<file path="config.mk">
export PLATFORM = sky130hd
export DESIGN_NAME = sram_sp_fifo_ctrl
export DESIGN_NICKNAME = d
export VERILOG_FILES = /design/src/rtl/sram_sp_fifo_ctrl.sv
export SDC_FILE = /design/constraint.sdc
export NUM_CORES = 1
export LEC_CHECK = 0
export CAP_MARGIN = 20
export CORE_MARGIN = 2
export CORE_UTILIZATION = 55
export CTS_CLUSTER_SIZE = 40
export DETAILED_ROUTE_END_ITERATION = 6
export HOLD_SLACK_MARGIN = 0.12
export PLACE_DENSITY = 0.82
export SYNTH_ARGS = -nofsm -noshare
export SYNTH_HDL_FRONTEND = slang
export SYNTH_SLANG_ARGS = --single-unit
</file>
<file path="constraint.sdc">
create_clock -name clk -period 4.93 [get_ports clk]
set_input_delay 0.986 -clock clk [delete_from_list [all_inputs] [get_ports clk]]
set_output_delay 0.986 -clock clk [all_outputs]
set_load 0.03 [all_outputs]
</file>
<file path="src/rtl/sram_sp_fifo_ctrl.sv">
// ============================================================================
// Module   : sram_sp_fifo_ctrl
// Desc     : Valid/ready FIFO built on one single-port SRAM plus a small
//            prefetch buffer; optional macro SRAM_SP_FIFO_LVL_EN adds lvl_o.
// Revision : 1.0
// ============================================================================
`default_nettype none

module sram_sp_fifo_ctrl #(
  parameter int SIZE     = -1,
  parameter int DATA_WD  = -1,
  parameter int SRAM_LAT = -1,
  // Unset parameters are clamped so the block still elaborates stand-alone.
  localparam int c_SZ    = (SIZE >= 2) ? SIZE : 2,
  localparam int c_DW    = (DATA_WD >= 1) ? DATA_WD : 1,
  localparam int c_LAT   = (SRAM_LAT == 2) ? 2 : 1,
  localparam int SIZE_WD = $clog2(c_SZ)
) (
  input  logic               clk,
  input  logic               rst,
  input  logic               in_val_i,
  input  logic [c_DW-1:0]    in_dat_i,
  output logic               in_rdy_o,
  output logic               out_val_o,
  output logic [c_DW-1:0]    out_dat_o,
  input  logic               out_rdy_i,
  output logic [SIZE_WD-1:0] sram_adr_o,
  output logic               sram_wr_val_o,
  output logic [c_DW-1:0]    sram_wr_dat_o,
  output logic               sram_rd_val_o,
  input  logic               sram_rd_val_i,
  input  logic [c_DW-1:0]    sram_rd_dat_i
`ifdef SRAM_SP_FIFO_LVL_EN
  ,
  output logic [SIZE_WD+1:0] lvl_o
`endif
);

  localparam int c_BUF = c_LAT + 2;
  localparam int c_CW  = $clog2(c_SZ + 1);
  localparam int c_OW  = $clog2(c_BUF + 1);
  localparam int c_IW  = $clog2(c_LAT + 1);
  localparam int c_BPW = $clog2(c_BUF);

  localparam logic [c_CW-1:0]    c_CNT_FULL = c_CW'(c_SZ);
  localparam logic [SIZE_WD-1:0] c_PTR_LAST = SIZE_WD'(c_SZ - 1);
  localparam logic [c_BPW-1:0]   c_BUF_LAST = c_BPW'(c_BUF - 1);
  localparam logic [c_OW:0]      c_BUF_V    = (c_OW + 1)'(c_BUF);

  logic [SIZE_WD-1:0] r_wr_ptr;
  logic [SIZE_WD-1:0] r_rd_ptr;
  logic [SIZE_WD-1:0] r_adr;
  logic [c_CW-1:0]    r_cnt;
  logic [c_OW-1:0]    r_occ;
  logic [c_IW-1:0]    r_infl;
  logic               r_last_rd;
  logic [c_BPW-1:0]   r_head;
  logic [c_BPW-1:0]   r_tail;
  logic [c_DW-1:0]    r_last_dat;
  logic [c_DW-1:0]    r_buf [c_BUF];

  logic [c_OW:0]      w_credit;
  logic               w_rd_req;
  logic               w_wr_req;
  logic               w_rd_gnt;
  logic               w_wr_gnt;
  logic               w_pop;
  logic [c_CW-1:0]    w_cnt_nxt;
  logic [c_OW-1:0]    w_occ_nxt;
  logic [c_IW-1:0]    w_infl_nxt;

  // Credit counts only registered state: a pop frees its slot one cycle later.
  assign w_credit = (c_OW + 1)'(r_occ) + (c_OW + 1)'(r_infl);
  assign w_rd_req = (r_cnt != '0) && (w_credit < c_BUF_V);
  assign w_wr_req = in_val_i && (r_cnt != c_CNT_FULL);

  // Tie-break alternates: a write wins only right after a read grant.
  assign w_rd_gnt = w_rd_req && (!w_wr_req || !r_last_rd);
  assign w_wr_gnt = w_wr_req && !w_rd_gnt;

  assign in_rdy_o      = (r_cnt != c_CNT_FULL) && !w_rd_gnt;
  assign sram_wr_val_o = w_wr_gnt;
  assign sram_rd_val_o = w_rd_gnt;
  assign sram_wr_dat_o = in_dat_i;
  assign sram_adr_o    = w_wr_gnt ? r_wr_ptr : (w_rd_gnt ? r_rd_ptr : r_adr);

  assign out_val_o = (r_occ != '0);
  assign w_pop     = out_val_o && out_rdy_i;
  assign out_dat_o = out_val_o ? r_buf[r_head] : r_last_dat;

  always_comb begin
    w_cnt_nxt  = r_cnt + c_CW'(w_wr_gnt) - c_CW'(w_rd_gnt);
    w_infl_nxt = r_infl + c_IW'(w_rd_gnt) - c_IW'(sram_rd_val_i);
    w_occ_nxt  = r_occ + c_OW'(sram_rd_val_i) - c_OW'(w_pop);
  end

  always_ff @(posedge clk or posedge rst) begin
    if (rst) begin
      r_wr_ptr   <= '0;
      r_rd_ptr   <= '0;
      r_adr      <= '0;
      r_cnt      <= '0;
      r_occ      <= '0;
      r_infl     <= '0;
      r_last_rd  <= 1'b0;
      r_head     <= '0;
      r_tail     <= '0;
      r_last_dat <= '0;
    end else begin
      r_cnt  <= w_cnt_nxt;
      r_occ  <= w_occ_nxt;
      r_infl <= w_infl_nxt;
      r_adr  <= sram_adr_o;
      if (w_wr_gnt) begin
        r_wr_ptr  <= (r_wr_ptr == c_PTR_LAST) ? '0 : r_wr_ptr + SIZE_WD'(1);
        r_last_rd <= 1'b0;
      end
      if (w_rd_gnt) begin
        r_rd_ptr  <= (r_rd_ptr == c_PTR_LAST) ? '0 : r_rd_ptr + SIZE_WD'(1);
        r_last_rd <= 1'b1;
      end
      if (sram_rd_val_i) begin
        r_tail <= (r_tail == c_BUF_LAST) ? '0 : r_tail + c_BPW'(1);
      end
      if (w_pop) begin
        r_head     <= (r_head == c_BUF_LAST) ? '0 : r_head + c_BPW'(1);
        r_last_dat <= r_buf[r_head];
      end
    end
  end

  // Buffer storage needs no reset; visibility is governed by r_occ.
  always_ff @(posedge clk) begin
    if (sram_rd_val_i && !rst) begin
      r_buf[r_tail] <= sram_rd_dat_i;
    end
  end

`ifdef SRAM_SP_FIFO_LVL_EN
  logic [SIZE_WD+1:0] r_lvl;

  always_ff @(posedge clk or posedge rst) begin
    if (rst) begin
      r_lvl <= '0;
    end else begin
      r_lvl <= (SIZE_WD + 2)'(w_cnt_nxt) + (SIZE_WD + 2)'(w_infl_nxt)
             + (SIZE_WD + 2)'(w_occ_nxt);
    end
  end

  assign lvl_o = r_lvl;
`endif

endmodule

`default_nettype wire

</file>
==> impl_metrics.csv, run 1 <==
group,metric,value,unit
outcome,outcome,"finished clean",
finish,fin_nets,101,
placed_design,portBuffers,11,
critical_path,max_stage_delay,0.74,ns
critical_path,slowest_stage,"clkdlybuf4s50_1",
clock_tree,cts.repair.resized,0,
placed_design,gp_congestion,0.804,
critical_path,path_buf_inv,2,
synthesis,syn_inst,73,
clock_tree,cts.sink_count,17,
global_route,grt_pass1_wl,2480,um
clock_tree,post_cts_buffers,0,
min_path,min_path_type,"flop to flop",
global_route,grt_pass1_vias,575,
timing,max_freq,255,MHz
detailed_routing,dr.pass1.iters,3,
synthesis,synthTopCellsByCount,"dfrtp_1 (14), xnor2_1 (8), inv_1 (7)",
timing,slew_viol_final,0,
clock_tree,cts-root-buf,"clkbuf_4",
detailed_routing,wl_per_cell,13.8,um
die,dieArea,0.00195,sq mm
timing,rsz0062_at_grt,"false",
clock_tree,insertion_delay,0.29,ns
synthesis,netlist_area,886,sq um
finish,area_delta_synth_final,17.2,%
die,num_rows,14,
detailed_routing,viasPerCell,5.50,
finish,num_antenna_cells,0,
global_route,antenna_found_initial,0,
synthesis,avgSynthCellArea,12.1,sq um
die,io_pins,14,
synthesis,yosysTopAreaCell,"dfrtp_1",
critical_path,crit_family,"buffers and inverters",
critical_path,crit_path_start_kind,"input pin",
critical_path,critPathMostFrequentCell,"clkdlybuf4s50_1",
die,core_area,0.00151,sq mm
detailed_routing,wl,1420,um
run,max_cap_violations,0,
synthesis,synth_edf_count,3,
timing,setup_violations,0,
die,fp.dieH,44.1,um
critical_path,worst-path-max-fanout,5,
clock_tree,cts_tree,"yes",
synthesis,yosysMostFrequentCell,"dfrtp_1",
die,die_x,44.1,um
synthesis,yosysSeqAreaShare,49.7,%
synthesis,ys.warnings.count,0,
timing,fin_crit_sh,79.5,%
timing,finClkSkew,0.00568,ns
clock_tree,postCtsHoldBufs,0,
timing,relSlewSlack,64.3,%
clock_tree,cts_htree_levels,1,
finish,drive_gt1_share,14.9,%
global_route,grt_usage,18.7,%
global_route,gr-total-overflow,0,
synthesis,synth_fp_nets,86,
global_route,grt_max_degree,16,
detailed_routing,ant_nets,0,
timing,period_minus_slack,3.92,ns
synthesis,async_flop_share,82.4,%
critical_path,path_class,"input pin to primary output",
timing,finalHoldViolations,0,
detailed_routing,drt-initial-drc-count,3,
detailed_routing,vias,566,
timing,tns,0,ns
critical_path,crit_chain,"clkdlybuf4s50_1 -> a311oi_4 -> a221oi_1 -> clkdlybuf4s50_1",
synthesis,ys_ff_latch,17,
synthesis,yosys_most_used_dff,"dfrtp_1",
clock_tree,clkTransAtPathRegs,0.09,ns
synthesis,synth_top_area_share,39.5,%
clock_tree,cts_buffer_depth,2,
detailed_routing,route.detailed.drc,0,
clock_tree,cts_made_buffers,3,
synthesis,synthTopCellsByArea,"dfrtp_1 (40%), edfxtp_1 (10%), ha_1 (8.5%)",
synthesis,synth_cell_types,27,
critical_path,critPathArrivalTime,2.93,ns
critical_path,endpoint_kind,"primary output",
critical_path,crit_required,3.94,ns
die,start_util,58.8,%
placed_design,dpl.hpwl,1110,um
timing,worst_pin_slew,0.535,ns
finish,fillers,105,
-- flip-flops by register name (all words and copies together) (netlist names) --
register	count
r_head	2
r_tail	2
r_occ	2
r_adr	1
r_last_rd	1
r_cnt	2
r_buf	3
r_infl	1
r_last_dat	1
r_rd_ptr	1
r_wr_ptr	1
-- per-stage QoR --
stage          utilization, %  cell area (sq um)  std cells  worst slack, ns  hold WS [ns]
2_1_floorplan               -                886         73             1.66         0.477
3_3_place_gp             66.9               1010         99             1.08         0.494
3_5_place_dp             66.9               1010         99             1.01         0.504
4_1_cts                  68.9               1040        103            0.986         0.527
5_1_grt                  68.9               1040        103            0.945         0.537
6_report                 68.9               1040        103             1.01         0.521
-- cells by family after synthesis --
family / after synthesis / synth area share (%)
buffers and inverters: 9 / 4.24
muxes: 5 / 6.07
AOI/OAI and AO/OA: 12 / 13.8
adders and majority gates: 6 / 8.47
and+or+nand+nor: 16 / 9.75
DFF: 17 / 49.7
xor gates and xnor gates: 8 / 7.91
-- final timing paths --
kind	from	endpoint	slack (ns)	depth (start not counted)
max	in_val_i	sram_adr_o	1.01	4
min	r_last_dat	r_last_dat	0.52	1
max reg2reg	r_occ[0]	r_cnt[1]	2.53	9
min reg2reg	r_last_dat	r_last_dat	0.52	1
max in group asynchronous	rst	r_last_rd	3.55	2
min in group asynchronous	rst	r_wr_ptr	1.03	2
-- cells in the final DEF (no fill, tap or decap), types with 2 or more instances in the layout --
cell and n:
mux2i_1 2, mux2_2 3, clkdlybuf4s50_1 11, edfxtp_1 3
inv_1 7, nor2_1 2, dfrtp_1 14, ha_1 6
nor3b_1 2, xnor2_1 8, nand2_1 6, nor3_1 2
o21ai_0 2, a221oi_1 2, clkbuf_4 3
-- final cells by class --
cell class	count	area [sq um]	area share (%)
multi-input cells	47	408	39.3
inverters	8	30.0	2.89
repair buffers	11	110	10.6
clock buffers	3	22.5	2.17
well taps	16	20.0	1.93
flip-flops and latches	17	440	42.4
clock inverters	1	7.51	0.723
-- routing by layer --
| layer | share of wire (%) | track usage, % | vias to the layer above | wire length (um) |
|---|---|---|---|---|
| met2 | 53 | 32.6 | 11 | 751 |
| met3 | 4.7 | 6.12 | 5 | 66 |
| met5 | 0 | 0 | - | 0 |
| met4 | 2.7 | 12.7 | 0 | 38 |
| met1 | 40 | 18.7 | 268 | 564 |
| li1 | - | - | 282 | - |
Power of run 1 is left out: the tool's default activity adds up to more than one toggle a clock period on the data nets, which glitch-free logic cannot reach.
==> run 2, diff against run 1 <==
CORE_UTILIZATION = 46   (was 55)
PLACE_DENSITY = 0.73   (was 0.82)
clock period = 3.6 ns   (was 4.93 ns; I/O delays follow)
==> run 2 against run 1 <==
Routed wire length is 4.4% lower; clock skew is 0.0021 ns higher; via count down 2.3%; worst hold slack got worse by 0.0015 ns; first-iteration DRC count increased by 33%; global-route usage fell by 3.0 points; cell count increased by 8.7%; highest routed layer unchanged; register-to-register slack lost 1.3 ns.
==> impl_metrics.csv, run 2 (synthesized netlist as in run 1, its figures left out) <==
group,metric,value,unit
global_route,grt_pass1_vias,575,
clock_tree,cts-root-buf,"clkbuf_4",
clock_tree,insertion_delay,0.30,ns
finish,fin_nets,101,
critical_path,crit_path_start_kind,"flop",
timing,relSlewSlack,63.4,%
timing,fin_crit_sh,90.9,%
finish,largest_reg_flops,3,
run,max_cap_violations,0,
clock_tree,post_cts_buffers,0,
timing,slew_viol_final,0,
clock_tree,cts_buffer_depth,2,
finish,post-route-util,59.4,%
timing,max_freq,306,MHz
finish,fillers,152,
placed_design,dpl.hpwl,1040,um
detailed_routing,viasPerCell,4.94,
global_route,grt_usage,15.7,%
placed_design,portBuffers,11,
die,io_pins,14,
die,fp.dieH,47.9,um
finish,area_delta_synth_final,18.4,%
die,num_rows,15,
clock_tree,cts.sink_count,17,
finish,num_antenna_cells,0,
min_path,min_path_type,"flop to flop",
timing,period_minus_slack,3.27,ns
timing,finClkSkew,0.00780,ns
critical_path,crit_required,2.88,ns
clock_tree,cts_tree,"yes",
critical_path,endpoint_kind,"primary output",
detailed_routing,drt-initial-drc-count,4,
die,start_util,50.2,%
die,core_area,0.00176,sq mm
timing,rsz0062_at_grt,"false",
clock_tree,clkTransAtPathRegs,0.10,ns
detailed_routing,ant_nets,0,
global_route,grt_pass1_wl,2390,um
critical_path,r2r_cells,9,
clock_tree,cts_htree_levels,1,
die,dieArea,0.00229,sq mm
detailed_routing,dr.pass1.iters,3,
critical_path,reg2reg_slack,1.22,ns
detailed_routing,vias,553,
timing,finalHoldViolations,0,
placed_design,gp_congestion,0.747,
detailed_routing,wl,1360,um
critical_path,path_class,"flop to primary output",
detailed_routing,wl_per_cell,12.1,um
timing,holdWs,0.519,ns
timing,worst_pin_slew,0.548,ns
detailed_routing,route.detailed.drc,0,
critical_path,worst-path-max-fanout,5,
clock_tree,postCtsHoldBufs,0,
global_route,antenna_found_initial,0,
critical_path,reg2reg_from,"r_occ[0]",
finish,final_common_cell,"dfrtp_1",
finish,largest-register,"r_buf",
timing,setup_ws,0.327,ns
global_route,gr-total-overflow,0,
critical_path,critPathArrivalTime,2.55,ns
timing,tns,0,ns
placed_design,place_ws,0.266,ns
critical_path,startpoint,"r_occ[0]",
finish,layout_common_cells,"dfrtp_1 (14), clkdlybuf4s50_1 (10), xnor2_1 (8), inv_1 (7)",
clock_tree,cts.repair.resized,0,
timing,setup_violations,0,
critical_path,endpoint,"sram_rd_val_o",
outcome,outcome,"finished clean",
die,die_x,47.9,um
clock_tree,cts_made_buffers,3,
finish,drive_gt1_share,13.8,%
global_route,grt_max_degree,16,
critical_path,reg2reg_to,"r_cnt[1]",
min_path,hold_depth,1,
-- run 2: worst min-delay path by stage --
stage	start	endpoint	slack [ns]
global placement	r_last_dat	r_last_dat	0.49
detailed placement	r_last_dat	r_last_dat	0.50
finish	r_last_dat	r_last_dat	0.52
floorplan	r_last_dat	r_last_dat	0.48
CTS	r_last_dat	r_last_dat	0.52
global route	r_last_dat	r_last_dat	0.53
-- run 2: critical path, stage by stage, from the launching register on --
cell and delay, ns:
dfrtp_1 0.41, ha_1 0.21, ha_1 0.30, o2bb2ai_2 0.16
a311oi_4 0.42, clkdlybuf4s50_1 0.76
-- run 2: cell type report --
| class | count | area [sq um] | share of cell area [%] |
|---|---|---|---|
| sequential | 17 | 440 | 42.0 |
| multi-input combinational | 47 | 408 | 38.9 |
| timing repair buffer | 11 | 113 | 10.7 |
| tap | 25 | 31.3 | 2.98 |
| inverter | 8 | 30.0 | 2.86 |
| clock buffer | 4 | 26.3 | 2.51 |
-- run 2: per-stage QoR --
step,std cells,instance area [sq um]
after floorplan,73,886
after detailed placement,108,1020
final,112,1050
after global routing,112,1050
after global placement,108,1020
after CTS,112,1050
-- run 2: routing by layer --
metal,GRT usage [%],vias up,wire length [um]
li1,-,282,-
met4,11.4,0,47
met2,26.1,9,642
met1,17.6,257,626
met5,0,-,0
met3,3.40,5,41
Power of run 2 is left out for the same reason.
==> run 3, diff against run 2 <==
CORE_MARGIN = 4   (was 2)
==> run 3 against run 2 <==
Worst hold slack lost 0.00089 ns; clock skew shrank 0.0034 ns; utilization shrank 0.42 points; routed wire length grew 5.5%; maximum frequency shrank 0.70%; global-route usage shrank 2.7 points; sequential share of layout area shrank 0.15 points; flip-flop and latch count is the same; die area grew 17%; critical path type unchanged.
==> impl_metrics.csv, run 3 (synthesized netlist as in run 1, its figures left out) <==
group,metric,value,unit
finish,fin_nets,101,
placed_design,gp_congestion,0.732,
finish,area_delta_synth_final,18.8,%
global_route,grt_pass1_vias,603,
critical_path,path_buf_inv,1,
detailed_routing,route.detailed.drc,0,
critical_path,slowest_stage,"clkdlybuf4s50_1",
die,start_util,49.7,%
timing,relSlewSlack,63.1,%
critical_path,path_class,"flop to primary output",
detailed_routing,drt-initial-drc-count,11,
placed_design,dpl.hpwl,1070,um
min_path,min_path_type,"flop to flop",
timing,worst_pin_slew,0.552,ns
clock_tree,cts-root-buf,"clkbuf_4",
finish,fillers,161,
detailed_routing,wl,1430,um
run,max_cap_violations,0,
die,num_rows,15,
timing,period_minus_slack,3.30,ns
critical_path,crit_required,2.88,ns
finish,drive_gt1_share,14.9,%
timing,finalHoldViolations,0,
global_route,grt_usage,13.0,%
global_route,antenna_found_initial,0,
finish,final_common_cell,"dfrtp_1",
placed_design,portBuffers,11,
die,die_x,51.9,um
placed_design,post_dp_cell_area,0.00102,sq mm
timing,finClkSkew,0.00440,ns
timing,max_freq,303,MHz
clock_tree,insertion_delay,0.30,ns
clock_tree,postCtsHoldBufs,0,
clock_tree,cts_made_buffers,3,
clock_tree,cts.sink_count,17,
detailed_routing,wl_per_cell,12.8,um
die,dieArea,0.00269,sq mm
detailed_routing,dr.pass1.iters,4,
critical_path,crit_path_start_kind,"flop",
critical_path,critPathArrivalTime,2.58,ns
finish,layout_common_cells,"dfrtp_1 (14), clkdlybuf4s50_1 (10), xnor2_1 (8), inv_1 (7)",
finish,fin_cells,112,
detailed_routing,vias,563,
timing,tns,0,ns
finish,largest_reg_flops,3,
critical_path,crit_family,"buffers and inverters",
critical_path,endpoint_kind,"primary output",
clock_tree,post_cts_buffers,0,
clock_tree,cts_buffer_depth,2,
die,core_area,0.00178,sq mm
critical_path,worst-path-max-fanout,5,
timing,fin_crit_sh,91.6,%
global_route,grt_pass1_wl,2540,um
outcome,outcome,"finished clean",
clock_tree,cts_tree,"yes",
global_route,grt_max_degree,16,
critical_path,critPathMostFrequentCell,"ha_1",
finish,fin_area,0.00105,sq mm
die,io_pins,14,
global_route,gr-total-overflow,0,
timing,rsz0062_at_grt,"false",
timing,setup_violations,0,
clock_tree,clkTransAtPathRegs,0.11,ns
die,fp.dieH,51.9,um
clock_tree,cts_htree_levels,1,
finish,num_antenna_cells,0,
placed_design,dp_cells,108,
critical_path,max_stage_delay,0.76,ns
detailed_routing,viasPerCell,5.03,
detailed_routing,ant_nets,0,
timing,slew_viol_final,0,
critical_path,crit_chain,"ha_1 -> ha_1 -> o2bb2ai_2 -> a311oi_4 -> clkdlybuf4s50_1",
clock_tree,cts.repair.resized,0,
finish,largest-register,"r_buf",
-- run 3: cell count changes in the layout (fill, tap and decap cells not counted), sizes merged --
cell | before | now
clkbuf | 4 | 3
clkinvlp | 0 | 1
-- run 3: worst paths after layout --
kind	startpoint	to	slack (ns)	cells past startpoint
max	r_occ[0]	sram_rd_val_o	0.30	5
min	r_last_dat	r_last_dat	0.52	1
max reg2reg	r_occ[0]	r_cnt[1]	1.23	9
min reg2reg	r_last_dat	r_last_dat	0.52	1
max in group asynchronous	rst	r_last_rd	2.48	2
min in group asynchronous	rst	r_rd_ptr	0.75	2
-- run 3: layer usage --
layer  vias up  part of all wire [%]  track usage, %
met2        15                    49            20.1
met5         -                     0               0
met1       266                    44            16.7
li1        278                     -               -
met4         0                   1.6            6.99
met3         4                   4.9            3.15
-- run 3: area by class of cell --
type / count / area, sq um / area share [%]
tap: 25 / 31.3 / 2.97
clock buffer: 3 / 22.5 / 2.14
inverter: 8 / 30.0 / 2.85
clock inverter: 1 / 7.51 / 0.713
multi-input combinational: 47 / 408 / 38.8
sequential: 17 / 440 / 41.9
timing repair buffer: 11 / 113 / 10.7
-- run 3: worst register-to-register path, stage by stage (launching register included) --
cell and delay, ns:
dfrtp_1 0.43, ha_1 0.21, ha_1 0.30, o2bb2ai_2 0.17, a311oi_4 0.41, ha_1 0.30
inv_1 0.06, ha_1 0.14, xnor2_1 0.14, xnor2_1 0.15
-- run 3: stage by stage --
step	hold slack, ns	setup WS [ns]	util [%]
global placement	0.489	0.296	57.2
global route	0.548	0.141	59.0
floorplan	0.477	0.592	-
detailed placement	0.496	0.257	57.2
CTS	0.520	0.0410	58.9
finish	0.518	0.304	59.0
Power of run 3 is left out for the same reason.
